$ cat config.mk
export PLATFORM = sky130hd
export DESIGN_NAME = alu7_core
export DESIGN_NICKNAME = d
export VERILOG_FILES = /design/src/rtl/alu_pkg.sv /design/src/rtl/alu_shifter.sv /design/src/rtl/alu7_core.sv
export SDC_FILE = /design/constraint.sdc
export NUM_CORES = 1
export LEC_CHECK = 0
export BUFFER_PORTS_ARGS = -buffer_cell sky130_fd_sc_hd__buf_2
export CORE_MARGIN = 2
export CORE_UTILIZATION = 43
export CTS_CLUSTER_DIAMETER = 40
export CTS_CLUSTER_SIZE = 24
export DETAILED_ROUTE_END_ITERATION = 8
export PLACE_DENSITY = 0.69
export SLEW_MARGIN = 30
export SYNTH_ARGS = -nofsm -noshare
export SYNTH_HDL_FRONTEND = slang
export SYNTH_SLANG_ARGS = --single-unit
$ cat constraint.sdc
create_clock -name clk -period 0.95 [get_ports clk]
set_input_delay 0.0475 -clock clk [delete_from_list [all_inputs] [get_ports clk]]
set_output_delay 0.0475 -clock clk [all_outputs]
set_load 0.1 [all_outputs]
$ cat src/rtl/alu_pkg.sv
// Shared types for the 7-bit ALU: opcode encoding, status flag bundle and default width.
package alu_pkg;

   localparam int unsigned ALU_WIDTH = 7;

   typedef enum logic [2:0] {
      OP_ADD = 3'd0,
      OP_SUB = 3'd1,
      OP_AND = 3'd2,
      OP_OR  = 3'd3,
      OP_SHL = 3'd4,
      OP_SHR = 3'd5,
      OP_XOR = 3'd6,
      OP_NOT = 3'd7
   } op_e;

   typedef struct packed {
      logic carry;
      logic overflow;
      logic zero;
      logic negative;
   } flags_t;

endpackage

$ cat src/rtl/alu_shifter.sv
// Combinational logical shifter with shift-out bit; any shift amount >= WIDTH
// yields zero result and zero shift-out.
module alu_shifter
   import alu_pkg::*;
#(
   parameter int unsigned WIDTH = ALU_WIDTH
) (
   input  logic [WIDTH-1:0] a,
   input  logic [WIDTH-1:0] n,
   input  logic             dir,   // 0 = left, 1 = right
   output logic [WIDTH-1:0] y,
   output logic             c
);

   localparam logic [WIDTH-1:0] N_LIMIT = WIDTH'(WIDTH);

   logic [WIDTH:0] wide;

   // One extra bit on the exit side captures the last bit shifted out.
   always_comb begin
      wide = '0;
      if (n < N_LIMIT) begin
         if (dir) wide = {a, 1'b0} >> n;
         else     wide = {1'b0, a} << n;
      end
      y = dir ? wide[WIDTH:1] : wide[WIDTH-1:0];
      c = dir ? wide[0]       : wide[WIDTH];
   end

endmodule

$ cat src/rtl/alu7_core.sv
// Registered ALU: operands sampled on in_valid, result and flags available one
// cycle later with a single-cycle out_valid pulse.
module alu7_core
   import alu_pkg::*;
#(
   parameter int unsigned WIDTH = ALU_WIDTH
) (
   input  logic             clk,
   input  logic             rst,
   input  logic             in_valid,
   input  logic [WIDTH-1:0] a,
   input  logic [WIDTH-1:0] b,
   input  logic [2:0]       op_sel,
   output logic             out_valid,
   output logic [WIDTH-1:0] result,
   output logic             carry_out,
   output logic             overflow,
   output logic             zero,
   output logic             negative
);

   localparam flags_t FLAGS_RST = '{carry: 1'b0, overflow: 1'b0, zero: 1'b1, negative: 1'b0};

   op_e              op;
   logic             sub;
   logic [WIDTH-1:0] b_eff;
   logic [WIDTH:0]   sum;
   logic [WIDTH-1:0] sh_y;
   logic             sh_c;
   logic [WIDTH-1:0] result_d, result_q;
   flags_t           flags_d, flags_q;
   logic             valid_q;

   alu_shifter #(.WIDTH(WIDTH)) u_shifter (
      .a   (a),
      .n   (b),
      .dir (op == OP_SHR),
      .y   (sh_y),
      .c   (sh_c)
   );

   // Subtract reuses the adder as a + ~b + 1, so one overflow rule covers both.
   always_comb begin
      op    = op_e'(op_sel);
      sub   = (op == OP_SUB);
      b_eff = sub ? ~b : b;
      sum   = {1'b0, a} + {1'b0, b_eff} + (WIDTH+1)'(sub);

      result_d         = sum[WIDTH-1:0];
      flags_d          = '0;
      flags_d.carry    = sum[WIDTH];
      flags_d.overflow = (a[WIDTH-1] == b_eff[WIDTH-1]) && (sum[WIDTH-1] != a[WIDTH-1]);

      unique case (op)
         OP_ADD, OP_SUB: ;
         OP_AND: begin result_d = a & b; flags_d.carry = 1'b0; flags_d.overflow = 1'b0; end
         OP_OR:  begin result_d = a | b; flags_d.carry = 1'b0; flags_d.overflow = 1'b0; end
         OP_XOR: begin result_d = a ^ b; flags_d.carry = 1'b0; flags_d.overflow = 1'b0; end
         OP_NOT: begin result_d = ~a;    flags_d.carry = 1'b0; flags_d.overflow = 1'b0; end
         OP_SHL, OP_SHR: begin
            result_d         = sh_y;
            flags_d.carry    = sh_c;
            flags_d.overflow = 1'b0;
         end
         default: ;
      endcase

      flags_d.zero     = (result_d == '0);
      flags_d.negative = result_d[WIDTH-1];
   end

   always_ff @(posedge clk or posedge rst) begin
      if (rst) begin
         valid_q  <= 1'b0;
         result_q <= '0;
         flags_q  <= FLAGS_RST;
      end else begin
         valid_q <= in_valid;
         if (in_valid) begin
            result_q <= result_d;
            flags_q  <= flags_d;
         end
      end
   end

   assign out_valid = valid_q;
   assign result    = result_q;
   assign carry_out = flags_q.carry;
   assign overflow  = flags_q.overflow;
   assign zero      = flags_q.zero;
   assign negative  = flags_q.negative;

endmodule

-- Yosys cells after proc, flatten, opt, wreduce, memory -nomap -nowiden
Cells that the tools add are included.
- bits in registers: 12
- output and inout bits: 12
- add/sub/neg operators: 2
- $lt $le $gt $ge: 1
- equal/unequal tests: 9
- shift-type cells: 2
- multiplexer cells: 7
- bitwise gates (word level): 5
- reduce and logical (&&, ||, !) cells: 4
- operators with widths (kind ; count):
    one-hot mux 7 bit (5 select lines) ; 1
    two-way mux 8 bit ; 2
    two-way mux 7 bit ; 2
    inverter 7 bit ; 2
    equality test 3 bit, second input constant ; 4
    adder 7 x 7 -> 8 bit ; 1
    adder 8 x 1 -> 8 bit ; 1
    left shift 7 x 7 -> 8 bit ; 1
    >> shifter 8 x 7 -> 8 bit ; 1
    bitwise AND 7 bit ; 1
    logical NOT 7 bit ; 1
    < comparator 7 x 3 -> 1 bit, second input constant ; 1
    OR 7 bit ; 1
    bitwise XOR 7 bit ; 1
    equality test 3 x 2 -> 1 bit, second input constant ; 2
    one-hot mux 2 bit (2 select lines) ; 1
    OR reduction 4 bit ; 1
    equality test 3 x 1 -> 1 bit, second input constant ; 1
    OR reduction 2 bit ; 1
    equality test 1 bit ; 1
    logical AND 1 bit ; 1
    two-way mux 1 bit ; 1
    inequality test 1 bit ; 1

-- Longest topological paths before layout
Gate-level depths: netlist of the first run.
- word-level depth: 7
- depth in mapped cells: 12
- depth with buffers taken out: 10

-- Modules after synthesis
Synthesis of the first run repeated with hierarchy kept, for this count alone.
- cells, all modules: 244
- area total of the unflattened synthesis: 2045.7 um2
- modules (own cells, without submodules) (module ; instances ; cells an instance ; area an instance (um2)):
    alu7_core ; 1 ; 160 ; 1448.9
    alu_shifter ; 1 ; 84 ; 596.8

-- Worst setup path before layout of the first run
Ideal clock, no wire load.
- kind: input-to-reg
- start: input op_sel[0]
- end: register result_q[6] (netlist: result[6])
- library setup time: 126 ps
- arrival time: 2639 ps
- slack: -1815 ps
- stages on the path: 12
- buffers on the path: 3
- path through: clkbuf_1 -> clkbuf_1 -> and2_1 -> clkbuf_1 -> xnor2_1 -> fa_1 -> a211oi_1 -> o21bai_1 -> a21oi_1 -> xor2_1 -> a2bb2oi_1 -> mux2_2
- cells in the longest elaborated chain, start to end: 5
- ends and longest elaborated chain (what ; RTL line ; text):
    from (decl) ; alu7_core.sv:13 ; input logic [2:0] op_sel,
    equality test 3 x 1 -> 1 bit or equality test 3 bit (tied branches) ; alu7_core.sv:45, alu7_core.sv:37, alu7_core.sv:54 ;
    two-way mux 7 bit or two-way mux 8 bit (tied branches) ; alu7_core.sv:46, alu_shifter.sv:23 ;
    adder 7 x 7 -> 8 bit or two-way mux 8 bit (tied branches) ; alu7_core.sv:47, alu_shifter.sv:22 ;
    adder 8 x 1 -> 8 bit or two-way mux 7 bit (tied branches) ; alu7_core.sv:47, alu_shifter.sv:26 ;
    one-hot mux 7 bit (5 select lines) (*) ; alu7_core.sv:54 ; unique case (op)
    to (signal assigned) ; alu7_core.sv:80 ; result_q <= result_d;
    to (decl) ; alu7_core.sv:30 ; logic [WIDTH-1:0] result_d, result_q;
Mark *: on every way between the ends. The rest lies on a longest branch, timed or not.
A chain may end at the register's enable or synchronous reset.

-- Final worst setup path of the first run
- start: input op_sel[0]
- end: register flags_q (netlist bit zero)
- cells in the longest elaborated chain, start to end: 6
- ends and longest elaborated chain (what ; RTL line ; text):
    equality test 3 x 1 -> 1 bit or equality test 3 bit (tied branches) ; alu7_core.sv:45, alu7_core.sv:37, alu7_core.sv:54 ;
    two-way mux 7 bit or two-way mux 8 bit (tied branches) ; alu7_core.sv:46, alu_shifter.sv:23 ;
    adder 7 x 7 -> 8 bit or two-way mux 8 bit (tied branches) ; alu7_core.sv:47, alu_shifter.sv:22 ;
    adder 8 x 1 -> 8 bit or two-way mux 7 bit (tied branches) ; alu7_core.sv:47, alu_shifter.sv:26 ;
    one-hot mux 7 bit (5 select lines) (*) ; alu7_core.sv:54 ;
    logical NOT 7 bit (*) ; alu7_core.sv:68 ; flags_d.zero = (result_d == '0);
    to (signal assigned) ; alu7_core.sv:81 ; flags_q <= flags_d;
    to (decl) ; alu7_core.sv:31 ; flags_t flags_d, flags_q;
Marks and branches as above.

==> metrics.txt, run 1 <==
clock root buffer clkbuf_8; setup TNS -8740 ps; Site Rows 24; Max-Slew Margin vs Limit 0.569; number of antenna diodes 0; Die Y about 71 um; Top FF cell, synth dfrtp_1; syn nets about 280; Tightest Hold Check Type in2reg; share of layout cells above drive strength 1 0.502; P per Cell Area between 1000 and 1500 mW/mm2; ranking of synthesized cells by area dfrtp_1 (13%), ha_1 (13%), mux4_2 (6.9%), mux2_2 (5.8%), a21oi_1 (4.6%); Synth area leader dfrtp_1; CTS tree yes; max-cap violation count 0; Tot GR Track Use 0.263; WHS 147 ps; min Tclk post-route 1950 ps; fmax 0.513 GHz; crit end category flip-flop; Final Max Tran Viols 0; Worst EP required 1100 ps; via count 2261; synth warn 0; area grow syn2layout 64.8%; vias in the first global route 2256; routed len/inst 17.2 um; register area share after synthesis 0.142; area fraction of the dominant cell type after synthesis 0.128; syn_area_per_cell approximately 8.2 um2; CTS Sinks 11; Final WS setup -998 ps; Worst Path Class, Setup in2reg; DP Wirelength 4.79 mm; initial antenna violation count 0; unrepaired setup endpoints after global routing yes; startpoint types input pin; Post-Synth Simple-Gate Area 0.178; Final ANT Viol Nets 0; Worst VDD drop roughly 600 uV; # nets final 375; pin count of the biggest net entering global routing 21; reg2reg setup slack 60 ps; Starting Density 0.448; Clock Latency Late Sink 240 ps; P_leak approximately 1.5 nW; TritonCTS Buffers 3; Synth Area in Compound Gates 0.238; routed wire length 6.64 mm; Setup-failing EPs final 13; clock slew at reported path FFs 50 ps; EDFF count, synth 0; first-pass GRT wire length 10.6 mm; IO Pins 32; status finished with violations; failing checks setup timing; routed vias/inst 5.87; Max Clock Skew 0 ps; grt ovf 0; distinct cell type count after synthesis 57; Arr. time, crit path 2100 ps; Mapped Cells about 240; fin crit share 2.05; post-synthesis adder-cell area fraction 0.138; GP Congestion 0.971; port bufs 31; Die Wd between 70 and 80 um; Synth Register Bits 11; mux cell area share after synthesis 0.173; iteration count of the initial detailed-routing pass 4; Crit Path Max Fanout 3; Post-Layout Inst Area 0.00322 mm2; worst-case clock buffer depth 2; Die ar. approximately 0.0051 mm2; xor/xnor share of the synthesized area 0.0538; CORE AREA 0.00435 mm2; placed inst area 0.00281 mm2; DRT iter0 DRCs 94; Mapped Area slightly below 0.002 mm2; H-tree Lvls 1; Tightest Pin Transition around 640 ps; DRC 0; largest family of logic cells by synthesized area compound AO/OA/AOI/OAI gates; fraction of registers with async set/reset 1.00; Commonest cells post-synth ha_1 (20), nand2_1 (20), a21oi_1 (18), inv_1 (18); Hold Fails Final Rpt 0
kinds of logic after synthesis:
family / after synthesis
adder cells (fa/ha/maj): 21
AO/OA/AOI/OAI: 67
flip-flops: 11
buffers and inverters: 36
XOR/XNOR: 12
AND/OR/NAND/NOR: 66
multiplexers: 25
through the flow:
step	utilization	setup WS (ps)	power [W]	std cells
final	0.739	-998	0.00331	385
after global routing	0.739	-1080	0.00346	385
after CTS	0.722	-981	0.00325	382
after detailed placement	0.645	-1420	0.00255	365
after global placement	0.645	-1380	0.00251	365
after floorplan	-	-1280	0.00179	238
flip-flops by register name, summed over array words and instances (netlist names):
register   cells
out_valid      1
result         7
zero           1
overflow       1
carry_out      1
cell type report:
cell class / instances / area (um2)
multi-input cells: 191 / 1740
repair buffers: 109 / 1010
well taps: 52 / 65.1
inverters: 18 / 76.3
flip-flops and latches: 11 / 280
clock buffers: 4 / 45.0
fillers: 313 / 1140
critical path: stages:
cell,delay [ps]
buf_8,100
buf_6,100
and2_4,180
xnor2_4,150
ha_4,270
nor3_2,40
a311oi_2,390
buf_4,200
xor2_2,70
o22a_1,210
o41ai_2,330
path summary, 6_finish.rpt:
path,from,end,depth (start not counted)
min reg2reg,overflow,overflow,2
max in group asynchronous,rst,result[6],3
max reg2reg,zero,zero,3
min in group asynchronous,rst,result[0],3
min,in_valid,out_valid,2
max,op_sel[0],zero,11
what timing repair did:
action	4_1_cts	5_1_grt
setup buffers	13	6
hold buffers	1	0
setup endpoints to repair	13	13
hold endpoints to repair	10	0
gates resized for setup	47	16
pin swaps	17	18
cloned	0	0
routing by layer:
layer	GRT usage	share of wire	wire length, um
met2	0.490	0.52	3440
met5	0	0	0
met1	0.297	0.39	2620
met3	0.0267	0.043	287
met4	0.128	0.045	298
where the power goes:
| part | internal (W) | switching, W | total [W] |
|---|---|---|---|
| Combinational | 0.00102 | 0.00122 | 0.00224 |
| Clock | 0.000295 | 0.000181 | 0.000476 |
| Sequential | 0.000533 | 0.0000604 | 0.000594 |
| Total | 0.00185 | 0.00146 | 0.00331 |
placed cells by master, fill, tap and decap left out, drive strengths merged, types with 3 or more instances in the layout:
cell type  synthesis  layout
mux2i              9       9
nand3b             5       5
ha                20      20
nor2b              3       3
a31oi              3       3
nand2             20      20
nor3               4       4
o21ai             14      14
a21oi             18      18
a21o               4       4
nor2              14      14
xnor2             10      10
mux4               6       6
dfrtp             10      10
inv               18      17
mux2              10      10
buf                7     108
nand3              4       4
a22oi              3       3
a2111oi            4       4
clkbuf            11       4
nand2b             3       3
No activity file was read; power rests on OpenSTA's default activity.
==> run 2: changes to the inputs <==
--- a/config.mk
+++ b/config.mk
@@ -7,11 +7,11 @@
 export LEC_CHECK = 0
 export BUFFER_PORTS_ARGS = -buffer_cell sky130_fd_sc_hd__buf_2
 export CORE_MARGIN = 2
-export CORE_UTILIZATION = 43
+export CORE_UTILIZATION = 58
 export CTS_CLUSTER_DIAMETER = 40
 export CTS_CLUSTER_SIZE = 24
 export DETAILED_ROUTE_END_ITERATION = 8
-export PLACE_DENSITY = 0.69
+export PLACE_DENSITY = 0.87
 export SLEW_MARGIN = 30
 export SYNTH_ARGS = -nofsm -noshare
 export SYNTH_HDL_FRONTEND = slang
==> run 2 against run 1 <==
  * The flow now stops in clock tree synthesis (4_1_cts)
  * Synthesized cell count is the same
  * Area after synthesis is the same
==> metrics.txt, run 2 <==
distinct cell type count after synthesis 57 (unchanged); mux cell area share after synthesis 0.173 (unchanged); register area share after synthesis 0.142 (unchanged); Synth Area in Compound Gates 0.238 (unchanged); xor/xnor share of the synthesized area 0.0538 (unchanged); Fail Step clock tree synthesis (4_1_cts); Die Y 62.0 um (-13%); area fraction of the dominant cell type after synthesis 0.128 (unchanged); syn nets 279 (unchanged); Mapped Cells 238 (unchanged); tool error [ERROR DPL-0038] Utilization greater than 100%, impossible to legalize; Top FF cell, synth dfrtp_1; hold-fix buffer count after cts 1 (unchanged); CTS Sinks 11 (unchanged); post-CTS setup buffer count 25 (+12); IO Pins 32 (unchanged); GP Congestion 1.05 (+7.6%); Post-Synth Simple-Gate Area 0.178 (unchanged); synth warn 0 (unchanged); Die Wd 62.0 um (-13%); H-tree Lvls 1 (unchanged); Post-CTS Resized 58 (+23%); Synth Register Bits 11 (unchanged); largest family of logic cells by synthesized area compound AO/OA/AOI/OAI gates; Mapped Area 0.00195 mm2 (unchanged); Site Rows 21 (-13%); syn_area_per_cell 8.20 um2 (unchanged); Commonest cells post-synth ha_1 (20), nand2_1 (20), a21oi_1 (18), inv_1 (18); DP Wirelength 5.57 mm (+16%); port bufs 31 (unchanged); ranking of synthesized cells by area dfrtp_1 (13%), ha_1 (13%), mux4_2 (6.9%), mux2_2 (5.8%), a21oi_1 (4.6%); TritonCTS Buffers 3 (unchanged); clock root buffer clkbuf_4; status did not finish; Starting Density 0.594 (+0.146); post-synthesis adder-cell area fraction 0.138 (unchanged); worst-case clock buffer depth 2 (unchanged); Synth area leader dfrtp_1; fraction of registers with async set/reset 1.00 (unchanged); EDFF count, synth 0 (unchanged)
## run 2: cell counts after synthesis
Identical to the previous run, type by type.
## run 2: cell families after synthesis
logic type	Yosys count
XOR/XNOR	12
AND/OR/NAND/NOR	66
flip-flops	11
AO/OA/AOI/OAI	67
buffers and inverters	36
multiplexers	25
adder cells (fa/ha/maj)	21
## run 2: metrics by stage
step	util	TNS (ps)	worst slack [ps]	instances	instance area (um2)
2_1_floorplan	-	-9770	-1280	238	2080
3_3_place_gp	0.853	-11180	-1350	359	2800
3_5_place_dp	0.853	-12500	-1640	359	2800
==> run 3: changes to the inputs <==
--- a/config.mk
+++ b/config.mk
@@ -7,11 +7,9 @@
 export LEC_CHECK = 0
 export BUFFER_PORTS_ARGS = -buffer_cell sky130_fd_sc_hd__buf_2
 export CORE_MARGIN = 2
-export CORE_UTILIZATION = 58
-export CTS_CLUSTER_DIAMETER = 40
-export CTS_CLUSTER_SIZE = 24
+export CORE_UTILIZATION = 40
 export DETAILED_ROUTE_END_ITERATION = 8
-export PLACE_DENSITY = 0.87
+export PLACE_DENSITY_LB_ADDON = 0.15
 export SLEW_MARGIN = 30
 export SYNTH_ARGS = -nofsm -noshare
 export SYNTH_HDL_FRONTEND = slang
==> run 3 against run 2 <==
  * The flow now finishes, with violations (setup timing)
==> metrics.txt, run 3 (synthesized netlist as in run 1, its figures left out) <==
max-cap violation count 0; min Tclk post-route 1880 ps; Final WS setup -930 ps; routed vias/inst 5.49; Setup-failing EPs final 13; P_leak 1.49 nW; Max stage delay on crit path 360 ps; Hold Fails Final Rpt 0; reg2reg setup slack 110 ps; crit end category flip-flop; Crit-path slowest cell ha_2; fill cell total of the finished layout 378; vias in the first global route 2101; DRC 0; Die Wd 73.9 um (+19%); Post-Layout Inst Area roughly 0.0033 mm2; IO Pins 32 (unchanged); clock root buffer clkbuf_8; port bufs 31 (unchanged); grt ovf 0; H-tree Lvls 1 (unchanged); most common cell after layout, fill and taps aside buf_4; max reg flops 7; cell breakdown of the critical path buf_8, nor2_4, and2_4, xnor2_1, ha_2, nor2_1, a311oi_2, a31oi_2, xnor2_1, a21oi_1, o41ai_2; TritonCTS Buffers 3 (unchanged); fin crit share 1.98; Final Max Tran Viols 0; Tot GR Track Use 0.244; Tightest Pin Transition 458 ps; non-filler cells in the finished layout slightly above 400; Placement Setup Slack -1330 ps (+316 ps); P per Cell Area 1000 mW/mm2; fmax 0.532 GHz; # nets final 381; Worst Path Class, Setup in2reg; routed wire length 6.39 mm; Site Rows 25 (+19%); DRT iter0 DRCs between 90 and 100; status finished with violations; Max Clock Skew 0 ps; clock slew at reported path FFs about 50 ps; GP Congestion 0.896 (-14%); area grow syn2layout 67.8%; Crit Path Max Fanout 4; total power around 0.0033 W; Clock Latency Late Sink 240 ps; Tightest Hold Check Type in2reg; Die ar. around 0.0055 mm2; Post-Place Cells 387 (+7.8%); CORE AREA between 0.004 and 0.005 mm2; unrepaired setup endpoints after global routing yes; placed inst area 0.00289 mm2 (+3.3%); failing checks setup timing; via count 2228; number of antenna diodes 0; commonest non-fill, non-tap cells in the layout buf_4 (72), nand2_1 (17), ha_1 (17); Die Y 73.9 um (+19%); iteration count of the initial detailed-routing pass 4; Arr. time, crit path 2030 ps; DP Wirelength 4.98 mm (-11%); startpoint types input pin; pin count of the biggest net entering global routing 32; final core utilization 0.693; Starting Density 0.413 (-0.181); Worst EP required 1100 ps; initial antenna violation count 0; first-pass GRT wire length 10.1 mm; CTS Sinks 11 (unchanged); cell mode on critical path xnor2_1; worst-case clock buffer depth 2 (unchanged); routed len/inst 15.7 um; CTS tree yes; Final ANT Viol Nets 0; Max-Slew Margin vs Limit 0.692; share of layout cells above drive strength 1 0.504; Worst VDD drop 565 uV
## run 3: critical path: cells and delay by family
kind / cells / cell delay [ps]
compound gates: 4 / 910
simple gates: 3 / 360
fa+ha+maj: 1 / 360
xor+xnor: 2 / 250
buf+inv: 1 / 110
## run 3: report_power, final
part           internal (W)  switching, W  total (W)
clock              0.000294      0.000172   0.000466
combinational       0.00103       0.00119    0.00222
sequential         0.000533     0.0000568   0.000590
## run 3: final timing paths
check | end | cells past startpoint | start
hold reg to reg | zero | 2 | zero
min in group asynchronous | result[6] | 3 | rst
hold / removal | result[0] | 3 | in_valid
setup reg to reg | result[6] | 1 | result[6]
max in group asynchronous | result[6] | 3 | rst
setup / recovery | zero | 11 | op_sel[2]
## run 3: area by class of cell
cell class / instances / area, um2 / area share
repair buffers: 115 / 1060 / 0.325
inverters: 18 / 76.3 / 0.0233
flip-flops and latches: 11 / 280 / 0.0856
well taps: 67 / 83.8 / 0.0256
clock buffers: 4 / 45.0 / 0.0138
multi-input cells: 191 / 1730 / 0.527
## run 3: timing repair
item                                   CTS  global route
pin swaps                               20            11
buffers inserted                         7             6
setup endpoints to repair               13            13
hold buffers                             2             0
gates resized for setup                 39            16
endpoints found under the hold margin   11             0
cloned                                   0             0
## run 3: per-layer routing
layer | vias to the layer above | GRT usage | wire length, um
met2 | 88 | 0.422 | 3230
met3 | 13 | 0.0192 | 372
met4 | 0 | 0.0768 | 127
met1 | 1052 | 0.320 | 2660
met5 | - | 0 | 0
li1 | 1075 | - | -
## run 3: per-stage QoR
stage / TNS (ps) / hold WS [ps]
6_report: -8170 / 102
5_1_grt: -8950 / 126
2_1_floorplan: -9770 / -101
3_5_place_dp: -11140 / 52.3
4_1_cts: -8150 / 106
3_3_place_gp: -10900 / 46.8
